==> config.mk <==
export PLATFORM = sky130hd
export DESIGN_NAME = ex_div_seq
export DESIGN_NICKNAME = d
export VERILOG_FILES = /design/src/rtl/ex_div_seq.sv
export SDC_FILE = /design/constraint.sdc
export NUM_CORES = 1
export LEC_CHECK = 0
export CAP_MARGIN = 20
export CORE_ASPECT_RATIO = 0.9
export CORE_MARGIN = 3
export CORE_UTILIZATION = 50
export CTS_CLUSTER_DIAMETER = 80
export DETAILED_ROUTE_END_ITERATION = 7
export GPL_TIMING_DRIVEN = 0
export PLACE_DENSITY = 0.68
export REMOVE_ABC_BUFFERS = 1
export SYNTH_ARGS = -nofsm -noshare
export SYNTH_HDL_FRONTEND = slang
export SYNTH_SLANG_ARGS = --single-unit
==> constraint.sdc <==
create_clock -name clk_i -period 6 [get_ports clk_i]
set_input_delay 1.8 -clock clk_i [delete_from_list [all_inputs] [get_ports clk_i]]
set_output_delay 1.8 -clock clk_i [all_outputs]
set_load 0.01 [all_outputs]
==> src/rtl/ex_div_seq.sv <==
// Iterative RV32M divide/remainder sequencer: restoring radix-2, one quotient bit per cycle.
// Latency: DATA_WIDTH+1 cycles from accept to res_valid_o (fast path: 1 cycle).
// Backpressure: result held in DONE until res_ready_i; busy_o stalls upstream while not IDLE.
//
// Ports:
//   clk_i, rst_ni          clock, asynchronous active-low reset
//   req_valid_i/req_ready_o request handshake; op_i (00 DIV, 01 DIVU, 10 REM, 11 REMU), a_i dividend, b_i divisor
//   flush_i                abort whatever is in flight, back to IDLE next edge
//   res_valid_o/res_ready_i result handshake; result_o quotient or remainder
//   busy_o                 registered stall towards the ID/EX pipeline
//
// DATA_WIDTH must be a power of 2 and at least 8.
module ex_div_seq #(
    parameter int unsigned DATA_WIDTH = 32
) (
    input  logic                  clk_i,
    input  logic                  rst_ni,
    input  logic                  req_valid_i,
    output logic                  req_ready_o,
    input  logic [1:0]            op_i,
    input  logic [DATA_WIDTH-1:0] a_i,
    input  logic [DATA_WIDTH-1:0] b_i,
    input  logic                  flush_i,
    output logic                  res_valid_o,
    input  logic                  res_ready_i,
    output logic [DATA_WIDTH-1:0] result_o,
    output logic                  busy_o
);

    localparam int unsigned W  = DATA_WIDTH;
    localparam int unsigned CW = $clog2(W) + 1;

    localparam logic [W-1:0]  ONE      = {{(W-1){1'b0}}, 1'b1};
    localparam logic [W-1:0]  MIN_NEG  = {1'b1, {(W-1){1'b0}}};
    localparam logic [CW-1:0] CNT_LOAD = CW'(W);
    localparam logic [CW-1:0] CNT_ONE  = CW'(1);

    typedef enum logic [1:0] {
        S_IDLE = 2'b00,
        S_BUSY = 2'b01,
        S_DONE = 2'b10
    } state_e;

    // ------------------------------------------------------------------
    // Registered state
    // ------------------------------------------------------------------
    state_e          state_q;
    logic [CW-1:0]   cnt_q;
    logic [W-1:0]    rem_q;      // partial remainder
    logic [W-1:0]    quo_q;      // dividend bits shift out of the top, quotient bits in at the bottom
    logic [W-1:0]    dvs_q;      // divisor magnitude
    logic            is_rem_q;   // REM/REMU: deliver remainder instead of quotient
    logic            neg_quo_q;  // signed op with differing operand signs
    logic            neg_rem_q;  // signed op with negative dividend
    logic [W-1:0]    result_q;
    logic            req_ready_q;
    logic            busy_q;
    logic            res_valid_q;

    // ------------------------------------------------------------------
    // Request decode (only meaningful in the accept cycle)
    // ------------------------------------------------------------------
    logic            op_signed;
    logic            op_rem;
    logic            a_neg;
    logic            b_neg;
    logic [W-1:0]    a_abs;
    logic [W-1:0]    b_abs;
    logic            div_zero;
    logic            sgn_ovf;
    logic            fast_path;
    logic [W-1:0]    fast_res;

    always_comb begin
        op_signed = ~op_i[0];
        op_rem    = op_i[1];
        a_neg     = op_signed & a_i[W-1];
        b_neg     = op_signed & b_i[W-1];
        // Two's complement of the most negative value is itself, which read
        // as unsigned is exactly its magnitude, so no special case is needed.
        a_abs     = a_neg ? (~a_i + ONE) : a_i;
        b_abs     = b_neg ? (~b_i + ONE) : b_i;
        div_zero  = (b_i == '0);
        sgn_ovf   = op_signed && (a_i == MIN_NEG) && (b_i == '1);
        fast_path = div_zero | sgn_ovf;

        fast_res = '0;
        if (div_zero) begin
            fast_res = op_rem ? a_i : '1;
        end else if (sgn_ovf) begin
            fast_res = op_rem ? '0 : MIN_NEG;
        end
    end

    // ------------------------------------------------------------------
    // One restoring iteration and the sign-corrected final result
    // ------------------------------------------------------------------
    logic [W:0]      shifted;
    logic [W+1:0]    trial;
    logic            trial_ok;
    logic [W-1:0]    rem_d;
    logic [W-1:0]    quo_d;
    logic [W-1:0]    quo_fix;
    logic [W-1:0]    rem_fix;
    logic [W-1:0]    result_d;
    logic            unused_trial_bit;

    always_comb begin
        // Remainder gains one dividend bit; an extra top bit keeps the
        // shifted value exact, a second one gives the borrow of the trial.
        shifted  = {rem_q, quo_q[W-1]};
        trial    = {1'b0, shifted} - {2'b00, dvs_q};
        trial_ok = ~trial[W+1];
        // A successful trial always leaves a value below the divisor, so
        // bit W of the difference is zero; a failed one had shifted[W] = 0.
        rem_d    = trial_ok ? trial[W-1:0] : shifted[W-1:0];
        quo_d    = {quo_q[W-2:0], trial_ok};

        quo_fix  = neg_quo_q ? (~quo_d + ONE) : quo_d;
        rem_fix  = neg_rem_q ? (~rem_d + ONE) : rem_d;
        result_d = is_rem_q ? rem_fix : quo_fix;
    end

    assign unused_trial_bit = trial[W];

    // ------------------------------------------------------------------
    // Sequencer
    // ------------------------------------------------------------------
    always_ff @(posedge clk_i or negedge rst_ni) begin
        if (!rst_ni) begin
            state_q     <= S_IDLE;
            cnt_q       <= '0;
            rem_q       <= '0;
            quo_q       <= '0;
            dvs_q       <= '0;
            is_rem_q    <= 1'b0;
            neg_quo_q   <= 1'b0;
            neg_rem_q   <= 1'b0;
            result_q    <= '0;
            req_ready_q <= 1'b1;
            busy_q      <= 1'b0;
            res_valid_q <= 1'b0;
        end else if (flush_i) begin
            // Abort beats accept, iteration and the result handshake alike.
            state_q     <= S_IDLE;
            cnt_q       <= '0;
            req_ready_q <= 1'b1;
            busy_q      <= 1'b0;
            res_valid_q <= 1'b0;
        end else begin
            case (state_q)
                S_IDLE: begin
                    if (req_valid_i) begin
                        is_rem_q    <= op_rem;
                        neg_quo_q   <= a_neg ^ b_neg;
                        neg_rem_q   <= a_neg;
                        req_ready_q <= 1'b0;
                        busy_q      <= 1'b1;
                        if (fast_path) begin
                            result_q    <= fast_res;
                            res_valid_q <= 1'b1;
                            state_q     <= S_DONE;
                        end else begin
                            rem_q   <= '0;
                            quo_q   <= a_abs;
                            dvs_q   <= b_abs;
                            cnt_q   <= CNT_LOAD;
                            state_q <= S_BUSY;
                        end
                    end
                end

                S_BUSY: begin
                    rem_q <= rem_d;
                    quo_q <= quo_d;
                    cnt_q <= cnt_q - CNT_ONE;
                    // Last quotient bit is produced this cycle; register the
                    // corrected result together with the move to DONE.
                    if (cnt_q == CNT_ONE) begin
                        result_q    <= result_d;
                        res_valid_q <= 1'b1;
                        state_q     <= S_DONE;
                    end
                end

                S_DONE: begin
                    // Going back through IDLE keeps a new accept out of the
                    // handshake cycle.
                    if (res_ready_i) begin
                        res_valid_q <= 1'b0;
                        busy_q      <= 1'b0;
                        req_ready_q <= 1'b1;
                        state_q     <= S_IDLE;
                    end
                end

                default: begin
                    state_q     <= S_IDLE;
                    cnt_q       <= '0;
                    req_ready_q <= 1'b1;
                    busy_q      <= 1'b0;
                    res_valid_q <= 1'b0;
                end
            endcase
        end
    end

    assign req_ready_o = req_ready_q;
    assign busy_o      = busy_q;
    assign res_valid_o = res_valid_q;
    assign result_o    = result_q;

endmodule

==> summary.md, run 1 <==
The layout cell share with drive strength beyond 1 is 0.0561, and the share of async-settable or async-resettable flops after synthesis is 1.00. The switching portion of total power came out at 0.427. The routed wirelength normalized by instance count works out to 19.2 microns.

For hold timing, the worst endpoint is result_o[10]. The number of hold violations in the final report was 0. The final instance area was 13900 sq um.

For the HPWL after detailed placement, the log shows 27800 microns. The mean area per synthesized cell was 7.58 sq um. The via count of the first global-routing pass is 11200. Clock skew on the completed layout was measured at 0.0124 ns. Buffers inserted to repair hold after CTS numbered 0. The tools report the number of standard cells in the final layout excluding fillers as 1941. The total routing resource utilization after global routing was 0.282. By area the synthesized netlist is led by sky130_fd_sc_hd__dfrtp_1 29%, sky130_fd_sc_hd__o21ai_0 8.5%, sky130_fd_sc_hd__nand2_1 6.3%. The synthesis-to-finish area growth came out at 16.2%. The tools report the number of clock buffers inserted by TritonCTS as 17. The maximum VDD drop came out at 247 uV. The combinational power share is 0.471, and the areal power density over the cells is 370 nW/um^2. The number of cells on the worst reg-to-reg path is 17. The logs give 0 for the initial antenna violation count and 37300 microns for the routed wire length.

For the leakage power, the log shows 5.54 nW. The clock insertion delay at the later pin of the skew report was 0.43 ns; the max capacitance violation total was 0. The net count of the finished layout is 1738. The nature of the critical path endpoint was a flip-flop. Number of vias in the routed layout: 12200. The die is 169 microns wide.

The run gives 2.95 mW as the internal power. Setup violations remaining at the end of the flow were counted as 0. The relative contribution of sequential cells to total power is 0.305. Synthesis produced 1579 cells. Detailed-route vias per instance: 6.26. The clock period minus worst slack was 5.90 ns; the sequential element share of the synthesized area was 0.297. The overall die area was 25800 sq um.

In this run the cell area measured after placement is 13200 sq um. The share of Yosys cell area claimed by the top area cell type is 0.295. The initialized floorplan defines 53 standard-cell rows.

The run finished with clean final reports. Port buffering added 105 buffers. The region available for standard cell placement spans 23400 sq um. The violation count after the first detailed-routing iteration came out at 1101. The logs give 6 for the length of the first detailed-routing pass in iterations and 0 for the number of nets still failing antenna checks after routing. For the pin with the worst max-slew slack, the measured transition is 1.10 ns. Period utilization: 0.983.

For the headroom to the max-slew limit, the log shows 0.266. The run gives 0 as the number of pins exceeding their max-slew limit in the final report. The tightest min-delay check is of the flip-flop to flip-flop type. The worst hold path begins at result_o[10]. The main flop type after synthesis is sky130_fd_sc_hd__dfrtp_1. Cell chosen for the clock root: sky130_fd_sc_hd__clkbuf_16. The critical path required time came out at 6.32 ns.

In this run the cell area of the synthesized design comes to 12000 sq um. The overall power of the completed layout is 5.14 mW, and the count of yosys warnings during synthesis is 0. Weighted congestion reported at the end of routability-driven placement: 0.922.

The data arrival at the endpoint of the critical path was 6.22 ns. Counting flops with a built-in enable in the synthesized netlist gives 0. The instance count along the most critical hold path works out to 2. The worst-case clock buffer depth is 2, and the switching power is 2.19 mW. The logs give 0 for the DRC violation count after routing and 0 for the antenna diode count.

Static timing analysis puts the maximum clock frequency at 170 MHz. The clock drives 142 sinks. The endpoint of the worst-slack reg-to-reg timing path is result_o[26]. Vertical extent of the die: 153 microns. The synthesized design spends more area on one cell type than any other, namely sky130_fd_sc_hd__dfrtp_1. The global-route wire length before repair was 59600 microns. Setup repair after global routing left no endpoint under its margin. The number of flip-flops and latches in the synthesized netlist works out to 142. On the final layout, the worst hold slack is 0.475 ns. The worst register-to-register path begins at rem_q[3].

The critical path is of the primary input to flip-flop type. Entering global routing, the biggest net connects 88 pins. Synthesis instantiated 88 different standard cells from the library. TritonCTS built the clock tree. In this run the worst path has a maximum fanout of 41.

Across all register-to-register paths, the minimum setup slack is 0.39 ns. Pin placement for this block handled 106 I/O pins. The H-tree was split into 4 levels. Global routing finished with a remaining overflow of 0. The initial cell density of the core came out at 0.511. STA classifies the critical path startpoint as a primary input.

The proportion of power drawn by the clock network was 0.225. The clock slew at the register clock pins of the worst setup and hold paths was 0.06 ns; the cell count after placement was 1906.
what timing repair did:
item	4_1_cts	5_1_grt
setup buffers	2	1
endpoints found under the hold margin	0	0
endpoints found under the setup margin	9	12
resized for setup	2	4
sequential cells by signal, summed over array words and instances, names as in the netlist, 2 cells and up:
signal,count
cnt_q,6
dvs_q,32
quo_q,32
rem_q,32
result_o,32
state_q,2
Yosys cell counts (11+ instances only):
library cell,number
sky130_fd_sc_hd__a211oi_1,18
sky130_fd_sc_hd__a21oi_1,145
sky130_fd_sc_hd__a22o_1,11
sky130_fd_sc_hd__a31oi_1,22
sky130_fd_sc_hd__and2_1,11
sky130_fd_sc_hd__clkbuf_1,75
sky130_fd_sc_hd__dfrtp_1,141
sky130_fd_sc_hd__ha_1,39
sky130_fd_sc_hd__inv_1,57
sky130_fd_sc_hd__mux2i_1,18
sky130_fd_sc_hd__nand2_1,201
sky130_fd_sc_hd__nand3_1,22
sky130_fd_sc_hd__nand4_1,19
sky130_fd_sc_hd__nor2_1,154
sky130_fd_sc_hd__nor3_1,37
sky130_fd_sc_hd__nor4_1,13
sky130_fd_sc_hd__o211ai_1,12
sky130_fd_sc_hd__o21ai_0,203
sky130_fd_sc_hd__o31ai_1,29
sky130_fd_sc_hd__o41ai_1,14
sky130_fd_sc_hd__or3_1,26
sky130_fd_sc_hd__or4_1,16
sky130_fd_sc_hd__xnor2_1,66
sky130_fd_sc_hd__xor2_1,55
final cells by class:
class | count | area [sq um]
sequential | 142 | 3550
fill | 2186 | 9500
clock buffer | 18 | 429
inverter | 59 | 221
clock inverter | 13 | 189
timing repair buffer | 118 | 1260
multi-input combinational | 1289 | 7880
tap | 302 | 378
worst max-delay path, cell delays in order:
cell and delay (ns):
sky130_fd_sc_hd__clkdlybuf4s50_1 0.50, sky130_fd_sc_hd__or4_1 0.67, sky130_fd_sc_hd__nand4b_1 0.22, sky130_fd_sc_hd__buf_4 0.19
sky130_fd_sc_hd__nand4b_1 0.18, sky130_fd_sc_hd__buf_4 0.19, sky130_fd_sc_hd__o2bb2ai_2 0.35, sky130_fd_sc_hd__a21oi_1 0.21
sky130_fd_sc_hd__nand2b_4 0.42, sky130_fd_sc_hd__nor2_4 0.23, sky130_fd_sc_hd__nand2_1 0.25, sky130_fd_sc_hd__or2_2 0.39
sky130_fd_sc_hd__or4_1 0.40, sky130_fd_sc_hd__and3_1 0.20
worst max-delay path by stage:
stage / startpoint / to / depth (start not counted)
floorplan: a_i[9] / cnt_q[5] / 7
global placement: a_i[9] / quo_q[21] / 8
detailed placement: a_i[9] / result_o[31] / 12
CTS: a_i[9] / result_o[31] / 13
global route: a_i[9] / result_o[31] / 14
finish: a_i[9] / result_o[31] / 14
power by group through the flow:
stage / logic, mW / clock network, mW / registers, mW
4_1_cts: 2.41 / 1.16 / 1.56
6_report: 2.42 / 1.15 / 1.57
2_1_floorplan: 1.59 / 0 / 1.53
3_3_place_gp: 2.30 / 0 / 1.59
3_5_place_dp: 2.39 / 0 / 1.57
5_1_grt: 2.69 / 1.20 / 1.61
routing by layer:
layer / vias up / share of wire / track usage / wire [microns]
met2: 440 / 0.47 / 0.452 / 17400
met1: 5851 / 0.45 / 0.408 / 17000
met4: 0 / 0.016 / 0.0591 / 601
met3: 41 / 0.062 / 0.0415 / 2330
li1: 5818 / - / - / -
met5: - / 0 / 0 / 0
cells in the final DEF, fill, tap and decap left out, types with 29 or more instances in the layout:
cell type / Yosys / layout
sky130_fd_sc_hd__xor2_1: 55 / 55
sky130_fd_sc_hd__clkdlybuf4s50_1: 0 / 104
sky130_fd_sc_hd__dfrtp_1: 141 / 141
sky130_fd_sc_hd__ha_1: 39 / 39
sky130_fd_sc_hd__nand2_1: 201 / 201
sky130_fd_sc_hd__xnor2_1: 66 / 66
sky130_fd_sc_hd__inv_1: 57 / 57
sky130_fd_sc_hd__nor2_1: 154 / 154
sky130_fd_sc_hd__o21ai_0: 203 / 201
sky130_fd_sc_hd__o31ai_1: 29 / 29
sky130_fd_sc_hd__a21oi_1: 145 / 145
sky130_fd_sc_hd__nor3_1: 37 / 37
kinds of logic after synthesis:
| kind of cell | count (synthesis) | synth area share |
|---|---|---|
| and+or+nand+nor | 565 | 0.225 |
| AOI/OAI and AO/OA | 539 | 0.276 |
| buffers and inverters | 148 | 0.0496 |
| DFF | 142 | 0.297 |
| xor gates and xnor gates | 121 | 0.0886 |
| adders and majority gates | 40 | 0.0425 |
| muxes | 24 | 0.0207 |
metrics by stage:
step | util | TNS (ns) | setup WS, ns
2_1_floorplan | - | -40.61 | -0.735
3_3_place_gp | 0.556 | -695.43 | -4.08
3_5_place_dp | 0.565 | -8.89 | -0.879
4_1_cts | 0.593 | 0 | 0.0268
5_1_grt | 0.594 | 0 | 0.0212
6_report | 0.594 | 0 | 0.100
No activity file was read; power rests on OpenSTA's default activity.
==> run 2: changes to the inputs <==
--- a/config.mk
+++ b/config.mk
@@ -12,7 +12,7 @@
 export CTS_CLUSTER_DIAMETER = 80
 export DETAILED_ROUTE_END_ITERATION = 7
 export GPL_TIMING_DRIVEN = 0
-export PLACE_DENSITY = 0.68
+export PLACE_DENSITY = 0.71
 export REMOVE_ABC_BUFFERS = 1
 export SYNTH_ARGS = -nofsm -noshare
 export SYNTH_HDL_FRONTEND = slang
==> constraint.sdc (replaced) <==
create_clock -name clk_i -period 6 [get_ports clk_i]
set_input_delay 1.2 -clock clk_i [delete_from_list [all_inputs] [get_ports clk_i]]
set_output_delay 1.2 -clock clk_i [all_outputs]
set_load 0.01 [all_outputs]
==> summary.md, run 2 (same netlist as run 1, synthesis figures left out) <==
The run finished with clean final reports. The data arrival at the endpoint of the critical path is 6.05 ns (was 6.22 ns). The worst hold slack across all endpoints is 0.477 ns (was 0.475 ns). Setup repair after global routing left no endpoint under its margin. Synthesis-to-finish area growth: 16.5% (was 16.2%). The number of hold violations in the final report is 0 (unchanged). The tools report the nature of the critical path endpoint as a flip-flop (unchanged).

Timing-limited maximum frequency: 175 MHz (was 170 MHz). The leakage power was 5.55 nW (was 5.54 nW). Worst-case clock buffer depth: 2 (unchanged). The layout cell share with drive strength beyond 1 is 0.0550 (was 0.0561). The worst-path maximum fanout came out at 41 (unchanged). The period utilization was 0.954 (was 0.983).

The count of buffers inserted at the top-level ports was 105 (unchanged). Max capacitance violation total: 0 (unchanged). The initial antenna violation count was 0 (unchanged). The logs give 0 (unchanged) for the number of pins exceeding their max-slew limit in the final report and 90 (was 88) for the maximum number of pins on one net before global-route repair.

The final worst clock skew was 0.0137 ns (was 0.0124 ns). The vertical extent of the die came out at 153 microns (unchanged). The number of clock sinks was 142 (unchanged).

The areal power density over the cells was 374 nW/um^2 (was 370 nW/um^2). For the violation count after the first detailed-routing iteration, the log shows 1235 (was 1101). The DRC violation count after routing came out at 0 (unchanged).

The clock insertion delay at the later pin of the skew report was 0.43 ns (about the same); the clock slew at the register clock pins of the worst setup and hold paths was 0.07 ns (was 0.06 ns). The routed wirelength normalized by instance count was 19.4 microns (was 19.2 microns). The cell chosen for the clock root was sky130_fd_sc_hd__clkbuf_16 (unchanged). The overall die area was 25800 sq um (unchanged); the headroom to the max-slew limit was 0.292 (was 0.266). The via count of the first global-routing pass was 11600 (was 11200); the number of vias in the routed layout was 12200 (about the same).

The tools report the routed wire length as 37600 microns (was 37300 microns). The logs give 0 (unchanged) for the post-cts hold buffer count and 0.595 (was 0.594) for the end-of-flow core utilization. The global-route wire length before repair is 60800 microns (was 59600 microns).

The logs give 0 (was 2) for the post-CTS setup buffer count and 6 (unchanged) for the length of the first detailed-routing pass in iterations. The maximum single-stage delay on the critical path came out at 0.68 ns (was 0.67 ns). Critical-path cell list: clkdlybuf4s50_1 -> or4_1 -> nand4b_1 -> nand4b_1 -> o2bb2ai_2 -> a21oi_1 -> nand2b_4 -> nor2_4 -> nand2_1 -> or2_2 -> or4_1 -> and3_1 (was clkdlybuf4s50_1 -> or4_1 -> nand4b_1 -> buf_4 -> nand4b_1 -> buf_4 -> o2bb2ai_2 -> a21oi_1 -> nand2b_4 -> nor2_4 -> nand2_1 -> or2_2 -> or4_1 -> and3_1). The gate family responsible for the most delay along the worst path is simple AND/OR/NAND/NOR gates (unchanged). TritonCTS built the clock tree.

Aggregate global routing overflow: 0 (unchanged). The overall die width is 169 microns (unchanged), and the number of buffer and inverter stages on the critical path is 1 (was 3). Number of levels in the clock H-tree: 4 (unchanged).

The critical path required time is 6.32 ns (about the same), and the total core area is 23400 sq um (unchanged). The HPWL after detailed placement was 27600 microns (was 27800 microns). The antenna diode count came out at 0 (unchanged). Most frequent cells in the layout: 201 x sky130_fd_sc_hd__nand2_1, 201 x sky130_fd_sc_hd__o21ai_0, 154 x sky130_fd_sc_hd__nor2_1, 145 x sky130_fd_sc_hd__a21oi_1, 141 x sky130_fd_sc_hd__dfrtp_1 (unchanged). The final number of setup-violating endpoints is 0 (unchanged), and the number of nets still failing antenna checks after routing is 0 (unchanged). Cell with the largest stage delay on the worst path: sky130_fd_sc_hd__or4_1 (unchanged). The initial cell density of the core is 0.511 (unchanged), and the number of nets in the final layout is 1735 (was 1738). The number of primary I/O pins was 106 (unchanged).

The clock period minus worst slack is 5.72 ns (was 5.90 ns). The run gives 202 uV (was 247 uV) as the maximum VDD drop. The startpoint class of the critical path is a primary input (unchanged). The worst min-delay path category is flip-flop to flip-flop (unchanged).

The transition time at the pin with the least slew margin is 1.06 ns (was 1.10 ns), and the total routing resource utilization after global routing is 0.287 (was 0.282). For the number of standard-cell rows in the floorplan, the log shows 53 (unchanged). The weighted congestion reported at the end of routability-driven placement came out at 0.922 (about the same).

The detailed-route vias per instance was 6.32 (was 6.26); the number of clock buffers inserted by TritonCTS was 17 (unchanged). Category of the most critical setup path: primary input to flip-flop (unchanged).
## run 2: worst paths after layout
check / slack, ns / cells after the start / endpoint / startpoint
worst max-delay path: 0.28 / 12 / result_o[31] / a_i[9]
worst min-delay path: 0.48 / 2 / result_o[2] / result_o[2]
worst max register to register: 0.32 / 17 / result_o[28] / rem_q[3]
worst min register to register: 0.48 / 2 / result_o[2] / result_o[2]
max in group asynchronous: 4.42 / 2 / rem_q[24] / rst_ni
min in group asynchronous: 0.73 / 1 / dvs_q[1] / rst_ni
## run 2: cell type report
| class | count | area (sq um) |
|---|---|---|
| fillers | 2164 | 9480 |
| multi-input cells | 1289 | 7880 |
| flip-flops and latches | 142 | 3550 |
| repair buffers | 115 | 1240 |
| clock buffers | 20 | 457 |
| well taps | 302 | 378 |
| inverters | 59 | 221 |
| clock inverters | 12 | 208 |
## run 2: repair_timing
| item | 4_1_cts | 5_1_grt |
|---|---|---|
| gates resized for setup | 1 | 5 |
| cloned | 0 | 0 |
| setup endpoints to repair | 8 | 11 |
## run 2: per-stage QoR
step / instances / setup slack [ns] / area (sq um) / power, mW / TNS (ns)
floorplan: 1490 / -0.135 / 11600 / 3.12 / -4.65
global placement: 1897 / -3.49 / 13000 / 3.87 / -547.43
detailed placement: 1905 / -0.318 / 13200 / 3.94 / -1.26
CTS: 1937 / 0.0345 / 13900 / 5.19 / 0
global route: 1939 / 0.0865 / 13900 / 5.58 / 0
finish: 1939 / 0.276 / 13900 / 5.22 / 0
## run 2: power breakdown
group / switching [mW] / internal (mW)
logic: 1.43 / 0.990
registers: 0.319 / 1.25
clock network: 0.458 / 0.765
total: 2.21 / 3.01
## run 2: layer usage
layer	vias to the layer above	GRT usage	share of wire
met5	-	0	0
met4	0	0.0951	0.027
met3	75	0.0464	0.063
met2	477	0.460	0.47
met1	5897	0.398	0.44
li1	5800	-	-
## run 2: worst min-delay path, delay by kind of cell (launching register included)
family / cells / cell delay [ns]
flops: 1 / 0.35
simple gates: 2 / 0.10
==> run 3: changes to the inputs <==
--- a/config.mk
+++ b/config.mk
@@ -9,7 +9,6 @@
 export CORE_ASPECT_RATIO = 0.9
 export CORE_MARGIN = 3
 export CORE_UTILIZATION = 50
-export CTS_CLUSTER_DIAMETER = 80
 export DETAILED_ROUTE_END_ITERATION = 7
 export GPL_TIMING_DRIVEN = 0
 export PLACE_DENSITY = 0.71
==> results of run 3 <==
Same layout as run 2: the final DEF is identical, and so are final timing and power.
